## src/rtl/msk_pkg.sv

```systemverilog
// Shared constants and types for the MSK transmit chain stages.
package msk_pkg;

  localparam int unsigned MSK_FRAME_BITS = 32;
  localparam int unsigned MSK_PULSE_DLY  = 41;
  localparam int unsigned MSK_CNT_W      = 7;
  localparam logic        MSK_I_INIT     = 1'b1;
  localparam logic        MSK_Q_INIT     = 1'b0;

  // Registered serial-to-parallel outputs, packed in debug-bus order (pulse at LSB)
  typedef struct packed {
    logic q;
    logic i;
    logic valid;
    logic pulse;
  } s2p_sym_t;

endpackage

```

## src/rtl/msk_s2p_frm_if.sv

```systemverilog
// Bit-stream input / rate-held I/Q output bundle of the MSK serial-to-parallel framer.
interface msk_s2p_frm_if
  import msk_pkg::*;
#(
  parameter int unsigned CNT_W = MSK_CNT_W
) ();

  logic             frame_pulse_in;
  logic             bit_valid_in;
  logic             bit_data_in;
  logic             s2p_pulse_out;
  logic             s2p_valid_out;
  logic             s2p_i_out;
  logic             s2p_q_out;
  logic [CNT_W-1:0] bit_cnt_out;
  logic             frame_done_out;
  logic             overrun_err_out;
  logic [63:0]      debug_signal;

  modport master (
    output frame_pulse_in, bit_valid_in, bit_data_in,
    input  s2p_pulse_out, s2p_valid_out, s2p_i_out, s2p_q_out,
    input  bit_cnt_out, frame_done_out, overrun_err_out, debug_signal
  );

  modport slave (
    input  frame_pulse_in, bit_valid_in, bit_data_in,
    output s2p_pulse_out, s2p_valid_out, s2p_i_out, s2p_q_out,
    output bit_cnt_out, frame_done_out, overrun_err_out, debug_signal
  );

endinterface

```

## src/rtl/msk_dly_line.sv

```systemverilog
// Fixed-length shift-register pulse delay; output is high exactly DLY cycles after the input.
module msk_dly_line #(
  parameter int unsigned DLY = 2
) (
  input  logic clk,
  input  logic rst_n,
  input  logic pulse,
  output logic pulse_dly
);

  logic [DLY-1:0] sr_q;

  always_ff @(posedge clk or negedge rst_n) begin
    if (!rst_n) begin
      sr_q <= '0;
    end else begin
      sr_q <= {sr_q[DLY-2:0], pulse};
    end
  end

  assign pulse_dly = sr_q[DLY-1];

endmodule

```

## src/rtl/msk_s2p_frm.sv

```systemverilog
// MSK differential encoder and serial-to-parallel splitter with internal frame counting,
// overrun detection and a re-timed frame pulse for the downstream modulator.
module msk_s2p_frm
  import msk_pkg::*;
#(
  parameter int unsigned FRAME_BITS = MSK_FRAME_BITS,
  parameter int unsigned CNT_W      = MSK_CNT_W,
  parameter int unsigned PULSE_DLY  = MSK_PULSE_DLY,
  parameter bit          DIFF_EN    = 1'b1,
  parameter logic        I_INIT     = MSK_I_INIT,
  parameter logic        Q_INIT     = MSK_Q_INIT
) (
  input logic           logic_clk_in,
  input logic           logic_rst_n_in,
  msk_s2p_frm_if.slave  s2p
);

  localparam logic [CNT_W-1:0] FRAME_CNT = CNT_W'(FRAME_BITS);

  logic [CNT_W-1:0] cnt_q;
  logic             enc_q;
  logic             v1_q;
  logic             done1_q;
  logic             ovr_q;
  logic             phase_q;
  logic             i_q;
  logic             q_q;
  logic             valid_q;
  logic             done_q;
  logic             pulse_dly;

  logic             frame_full_c;
  logic             bit_acc_c;
  logic             enc_ref_c;
  logic             enc_nxt_c;
  logic [CNT_W-1:0] cnt_base_c;
  logic [CNT_W-1:0] cnt_nxt_c;
  s2p_sym_t         sym_c;

  // A pulse restarts the frame in the same cycle, so a coincident bit counts against the new frame
  assign frame_full_c = (cnt_q == FRAME_CNT);
  assign bit_acc_c    = s2p.bit_valid_in && (s2p.frame_pulse_in || !frame_full_c);
  assign enc_ref_c    = s2p.frame_pulse_in ? 1'b1 : enc_q;
  assign enc_nxt_c    = DIFF_EN ? ~(s2p.bit_data_in ^ enc_ref_c) : s2p.bit_data_in;
  assign cnt_base_c   = s2p.frame_pulse_in ? '0 : cnt_q;
  assign cnt_nxt_c    = cnt_base_c + CNT_W'(1);

  // Stage 1: bit acceptance, encoder state, frame counter and overrun flag
  always_ff @(posedge logic_clk_in or negedge logic_rst_n_in) begin
    if (!logic_rst_n_in) begin
      cnt_q   <= '0;
      enc_q   <= 1'b1;
      v1_q    <= 1'b0;
      done1_q <= 1'b0;
      ovr_q   <= 1'b0;
    end else begin
      v1_q    <= bit_acc_c;
      done1_q <= bit_acc_c && (cnt_nxt_c == FRAME_CNT);
      if (bit_acc_c) begin
        cnt_q <= cnt_nxt_c;
        enc_q <= enc_nxt_c;
      end else if (s2p.frame_pulse_in) begin
        cnt_q <= '0;
        enc_q <= 1'b1;
      end
      if (s2p.bit_valid_in && !s2p.frame_pulse_in && frame_full_c) begin
        ovr_q <= 1'b1;
      end
    end
  end

  // Stage 2: I/Q split; a frame pulse presets I/Q and discards the bit still in stage 1
  always_ff @(posedge logic_clk_in or negedge logic_rst_n_in) begin
    if (!logic_rst_n_in) begin
      i_q     <= I_INIT;
      q_q     <= Q_INIT;
      phase_q <= 1'b0;
      valid_q <= 1'b0;
      done_q  <= 1'b0;
    end else if (s2p.frame_pulse_in) begin
      i_q     <= I_INIT;
      q_q     <= Q_INIT;
      phase_q <= 1'b0;
      valid_q <= 1'b0;
      done_q  <= 1'b0;
    end else begin
      valid_q <= v1_q;
      done_q  <= v1_q && done1_q;
      if (v1_q) begin
        if (phase_q) begin
          i_q <= enc_q;
        end else begin
          q_q <= enc_q;
        end
        phase_q <= ~phase_q;
      end
    end
  end

  msk_dly_line #(
    .DLY (PULSE_DLY)
  ) u_dly_line (
    .clk       (logic_clk_in),
    .rst_n     (logic_rst_n_in),
    .pulse     (s2p.frame_pulse_in),
    .pulse_dly (pulse_dly)
  );

  assign sym_c = '{q: q_q, i: i_q, valid: valid_q, pulse: pulse_dly};

  assign s2p.s2p_pulse_out   = pulse_dly;
  assign s2p.s2p_valid_out   = valid_q;
  assign s2p.s2p_i_out       = i_q;
  assign s2p.s2p_q_out       = q_q;
  assign s2p.bit_cnt_out     = cnt_q;
  assign s2p.frame_done_out  = done_q;
  assign s2p.overrun_err_out = ovr_q;
  assign s2p.debug_signal    = {54'd0, ovr_q, sym_c, phase_q, enc_q, v1_q,
                                s2p.bit_data_in, s2p.bit_valid_in};

endmodule

```

## src/flat_wrapper.sv

```systemverilog
// flat-port wrapper written by rule: the top's interface ports become plain ports
module msk_s2p_frm_flat import msk_pkg::*;
#(
  parameter int unsigned FRAME_BITS = MSK_FRAME_BITS,
  parameter int unsigned CNT_W      = MSK_CNT_W,
  parameter int unsigned PULSE_DLY  = MSK_PULSE_DLY,
  parameter bit          DIFF_EN    = 1'b1,
  parameter logic        I_INIT     = MSK_I_INIT,
  parameter logic        Q_INIT     = MSK_Q_INIT
)
  (logic_clk_in, logic_rst_n_in, s2p_frame_pulse_in, s2p_bit_valid_in, s2p_bit_data_in, s2p_s2p_pulse_out, s2p_s2p_valid_out, s2p_s2p_i_out, s2p_s2p_q_out, s2p_bit_cnt_out, s2p_frame_done_out, s2p_overrun_err_out, s2p_debug_signal);
  msk_s2p_frm_if #(.CNT_W(CNT_W)) s2p_i ();
  input logic logic_clk_in;
  input logic logic_rst_n_in;
  input wire logic [$bits(s2p_i.frame_pulse_in)-1:0] s2p_frame_pulse_in;
  input wire logic [$bits(s2p_i.bit_valid_in)-1:0] s2p_bit_valid_in;
  input wire logic [$bits(s2p_i.bit_data_in)-1:0] s2p_bit_data_in;
  output wire logic [$bits(s2p_i.s2p_pulse_out)-1:0] s2p_s2p_pulse_out;
  output wire logic [$bits(s2p_i.s2p_valid_out)-1:0] s2p_s2p_valid_out;
  output wire logic [$bits(s2p_i.s2p_i_out)-1:0] s2p_s2p_i_out;
  output wire logic [$bits(s2p_i.s2p_q_out)-1:0] s2p_s2p_q_out;
  output wire logic [$bits(s2p_i.bit_cnt_out)-1:0] s2p_bit_cnt_out;
  output wire logic [$bits(s2p_i.frame_done_out)-1:0] s2p_frame_done_out;
  output wire logic [$bits(s2p_i.overrun_err_out)-1:0] s2p_overrun_err_out;
  output wire logic [$bits(s2p_i.debug_signal)-1:0] s2p_debug_signal;
  assign s2p_i.frame_pulse_in = s2p_frame_pulse_in;
  assign s2p_i.bit_valid_in = s2p_bit_valid_in;
  assign s2p_i.bit_data_in = s2p_bit_data_in;
  assign s2p_s2p_pulse_out = s2p_i.s2p_pulse_out;
  assign s2p_s2p_valid_out = s2p_i.s2p_valid_out;
  assign s2p_s2p_i_out = s2p_i.s2p_i_out;
  assign s2p_s2p_q_out = s2p_i.s2p_q_out;
  assign s2p_bit_cnt_out = s2p_i.bit_cnt_out;
  assign s2p_frame_done_out = s2p_i.frame_done_out;
  assign s2p_overrun_err_out = s2p_i.overrun_err_out;
  assign s2p_debug_signal = s2p_i.debug_signal;
  msk_s2p_frm #(.FRAME_BITS(FRAME_BITS), .CNT_W(CNT_W), .PULSE_DLY(PULSE_DLY), .DIFF_EN(DIFF_EN), .I_INIT(I_INIT), .Q_INIT(Q_INIT)) u_core (.logic_clk_in(logic_clk_in), .logic_rst_n_in(logic_rst_n_in), .s2p(s2p_i));
endmodule
```

## config.mk

```make
export PLATFORM = sky130hd
export DESIGN_NAME = msk_s2p_frm_flat
export DESIGN_NICKNAME = d
export VERILOG_FILES = /design/src/rtl/msk_pkg.sv /design/src/rtl/msk_s2p_frm_if.sv /design/src/rtl/msk_dly_line.sv /design/src/rtl/msk_s2p_frm.sv /design/src/flat_wrapper.sv
export SDC_FILE = /design/constraint.sdc
export NUM_CORES = 1
export LEC_CHECK = 0
export CAP_MARGIN = 40
export CORE_MARGIN = 2
export CORE_UTILIZATION = 25
export CTS_BUF_LIST = sky130_fd_sc_hd__clkbuf_8 sky130_fd_sc_hd__clkbuf_16
export DETAILED_ROUTE_END_ITERATION = 6
export HOLD_SLACK_MARGIN = 0.05
export SETUP_SLACK_MARGIN = 0.5
export SYNTH_ARGS = -nofsm -noshare
export SYNTH_HDL_FRONTEND = slang
export SYNTH_SLANG_ARGS = --single-unit
```

## constraint.sdc

```tcl
create_clock -name logic_clk_in -period 1.45 [get_ports logic_clk_in]
set_input_delay 0.29 -clock logic_clk_in [delete_from_list [all_inputs] [get_ports logic_clk_in]]
set_output_delay 0.29 -clock logic_clk_in [all_outputs]
set_load 0.02 [all_outputs]
```

==> impl_metrics.json, run 1 <==
{
  "place_inst": 309,
  "dieArea_um2": 9675,
  "syn_inst": 170,
  "wl_um": 3694,
  "antenna_cells": 0,
  "synthArstFlopShare": 1.000,
  "path_clk_slew_ns": 0.06,
  "powerDensity_nw_per_um2": 1175,
  "leakage_nw": 1.426,
  "synth_area_um2": 2226,
  "rsz0062_at_grt": "yes",
  "drive_gt1_frac": 0.3974,
  "rows": 34,
  "gp_congestion": 0.7714,
  "drv_cap": 0,
  "finalMaxSlewViolations": 0,
  "first_iter_violations": 31,
  "ant_nets": 0,
  "stdcell_count": 342,
  "area.growth.synth_to_final_pct": 32.15,
  "ys_ff_latch": 57,
  "clock_skew_ns": 0.005169,
  "cts_buffer_depth": 2,
  "clk_latency_ns": 0.33,
  "cts_buffers": 9,
  "numClockSinks": 57,
  "path_max_fanout": 5,
  "synthFlopType": "dfrtp_1",
  "ios": 82,
  "antenna_found_initial": 0,
  "start_kind": "register",
  "start_util": 0.2565,
  "ys_warn_count": 0,
  "grt.overflow.total": 0,
  "viasPerCell": 3.561,
  "wl_per_cell_um": 10.80,
  "setup_viol": 0,
  "ir_drop_v": 0.0003774,
  "dr.pass1.iters": 2,
  "cts_root_buffer": "clkbuf_8",
  "yosysSeqAreaShare": 0.6419,
  "drc": 0,
  "worst-setup-path-type": "reg -> reg",
  "required_ns": 1.66,
  "hp-class": "reg -> reg",
  "dp_hpwl_um": 2306,
  "grtUsageTotal": 0.08146,
  "cts_tree": "yes",
  "outcome": "complete, no violations",
  "grt_max_degree": 28,
  "vias": 1218,
  "max_freq_ghz": 0.7468,
  "endpoint_kind": "register",
  "synth.top_cell.area_share": 0.6183,
  "die_x_um": 98.36,
  "finalHoldViolCount": 0,
  "nNetsFinal": 235,
  "layout_min_cycle_time_ns": 1.339,
  "die_h_um": 98.36,
  "setup_tns_ns": 0,
  "synthTopCellsByCount": "64 x buf_4, 55 x dfrtp_1, 5 x a21oi_1, 5 x nor2_1",
  "yosysTopAreaCell": "dfrtp_1",
  "grt_pass1_vias": 1196,
  "io_buffer_count": 27,
  "htreeDepth": 3,
  "synth_area_leaders": "dfrtp_1 62%, buf_4 22%, dfstp_2 2.4%",
  "critPathArrivalTime_ns": 1.55,
  "synth_edf_count": 0,
  "fin_crit_sh": 0.9234,
  "ys_types": 31,
  "yosysMostFrequentCell": "buf_4",
  "core_um2": 8678,
  "synth.avg_cell_area_um2": 13.09,
  "grt_pass1_wl_um": 5906
}
area by class of cell:
cell class,count,area (µm²)
Timing Repair Buffer,60,596.8
Sequential cell,57,1438
Multi-Input combinational cell,100,594.3
Inverter,1,3.754
Tap cell,108,135.1
Clock inverter,5,22.52
Clock buffer,11,151.4
Fill cell,874,5737
sequential cells by signal (all words and copies together), names as in the netlist:
register and count:
u_core.u_dly_line.sr_q 41, u_core.s2p.bit_cnt_out 7, u_core.done1_q 1, u_core.enc_q 1
u_core.phase_q 1, u_core.s2p.frame_done_out 1, u_core.s2p.overrun_err_out 1, u_core.s2p.s2p_i_out 1
u_core.s2p.s2p_q_out 1, u_core.s2p.s2p_valid_out 1, u_core.v1_q 1
layout by cell type (no fill, tap or decap), types with 3 or more instances in the layout:
master    Yosys  layout
or3_1         3       3
dfrtp_1      55      48
buf_4        64      20
buf_6         0      32
dfrtp_2       0       7
conb_1        1      54
xor2_1        3       3
clkinv_2      0       3
nand2_1       3       3
a21oi_2       0       3
inv_1         1       3
nor2_1        5       5
clkbuf_8      0      11
stage by stage:
step                hold slack, ns  cell area (µm²)  utilization  power (mW)  setup WS (ns)
detailed placement          0.2065             2527       0.2912       2.161        -0.2224
finish                      0.3431             2942       0.3390       3.457         0.1110
CTS                         0.3464             2868       0.3305       3.491         0.1077
global placement            0.1995             2527       0.2912       2.157        -0.2128
global route                0.3519             2942       0.3390       3.640        0.04621
floorplan                -0.005591             2471            -       2.103         0.2464
kinds of logic (layout without fill, tap and decap cells):
kind of cell	count (synthesis)	after routing	synth area share
multiplexers	1	1	0.004497
flip-flops	57	57	0.6419
other	1	54	0.001685
buffers and inverters	66	77	0.2198
AO/OA/AOI/OAI	14	14	0.04160
adder cells (fa/ha/maj)	1	1	0.005620
XOR/XNOR	4	4	0.01574
AND/OR/NAND/NOR	26	26	0.06914
critical path, cell delays in order, from the launching register on:
cell      delay [ns]
dfrtp_2         0.45
nor4b_4         0.38
buf_4           0.20
a21oi_4         0.06
o2111a_1        0.14
path summary, 6_finish.rpt:
| kind | startpoint | end | slack (ns) | cells after the start |
|---|---|---|---|---|
| setup / recovery | u_core.s2p.bit_cnt_out[2] | u_core.done1_q | 0.11 | 4 |
| hold / removal | u_core.u_dly_line.sr_q[34] | u_core.u_dly_line.sr_q[35] | 0.34 | 0 |
| setup reg to reg | u_core.s2p.bit_cnt_out[2] | u_core.done1_q | 0.11 | 4 |
| hold reg to reg | u_core.u_dly_line.sr_q[34] | u_core.u_dly_line.sr_q[35] | 0.34 | 0 |
| max in group asynchronous | logic_rst_n_in | u_core.enc_q | 0.61 | 3 |
| min in group asynchronous | logic_rst_n_in | u_core.u_dly_line.sr_q[15] | 0.38 | 2 |
per-layer routing:
| layer | routed length (µm) | part of all wire | vias up | track usage |
|---|---|---|---|---|
| met5 | 0 | 0 | - | 0 |
| met4 | 44 | 0.012 | 0 | 0.03161 |
| met3 | 262 | 0.071 | 6 | 0.04939 |
| met2 | 1840 | 0.50 | 45 | 0.1177 |
| met1 | 1547 | 0.42 | 616 | 0.09913 |
| li1 | - | - | 551 | - |
where the power goes:
part	internal, mW	switching, mW	leakage [nW]
logic	0.185	0.297	0.650
clock network	0.690	0.563	0.101
registers	1.68	0.0439	0.675
total	2.55	0.904	1.43
repair_timing:
action | in CTS | in global routing
hold buffers | 1 | 0
setup buffers | 9 | 7
gates resized for setup | 155 | 11
pin swaps | 13 | 8
hold endpoints to repair | 11 | 0
setup endpoints to repair | 38 | 38
Power figures use the tool's default switching activity.
==> inputs of run 2 (changes only) <==
ABC_CLOCK_PERIOD_IN_PS = 1450   (was default)
==> results of run 2 <==
Same layout as run 1: the final DEF is identical, and so are final timing and power.
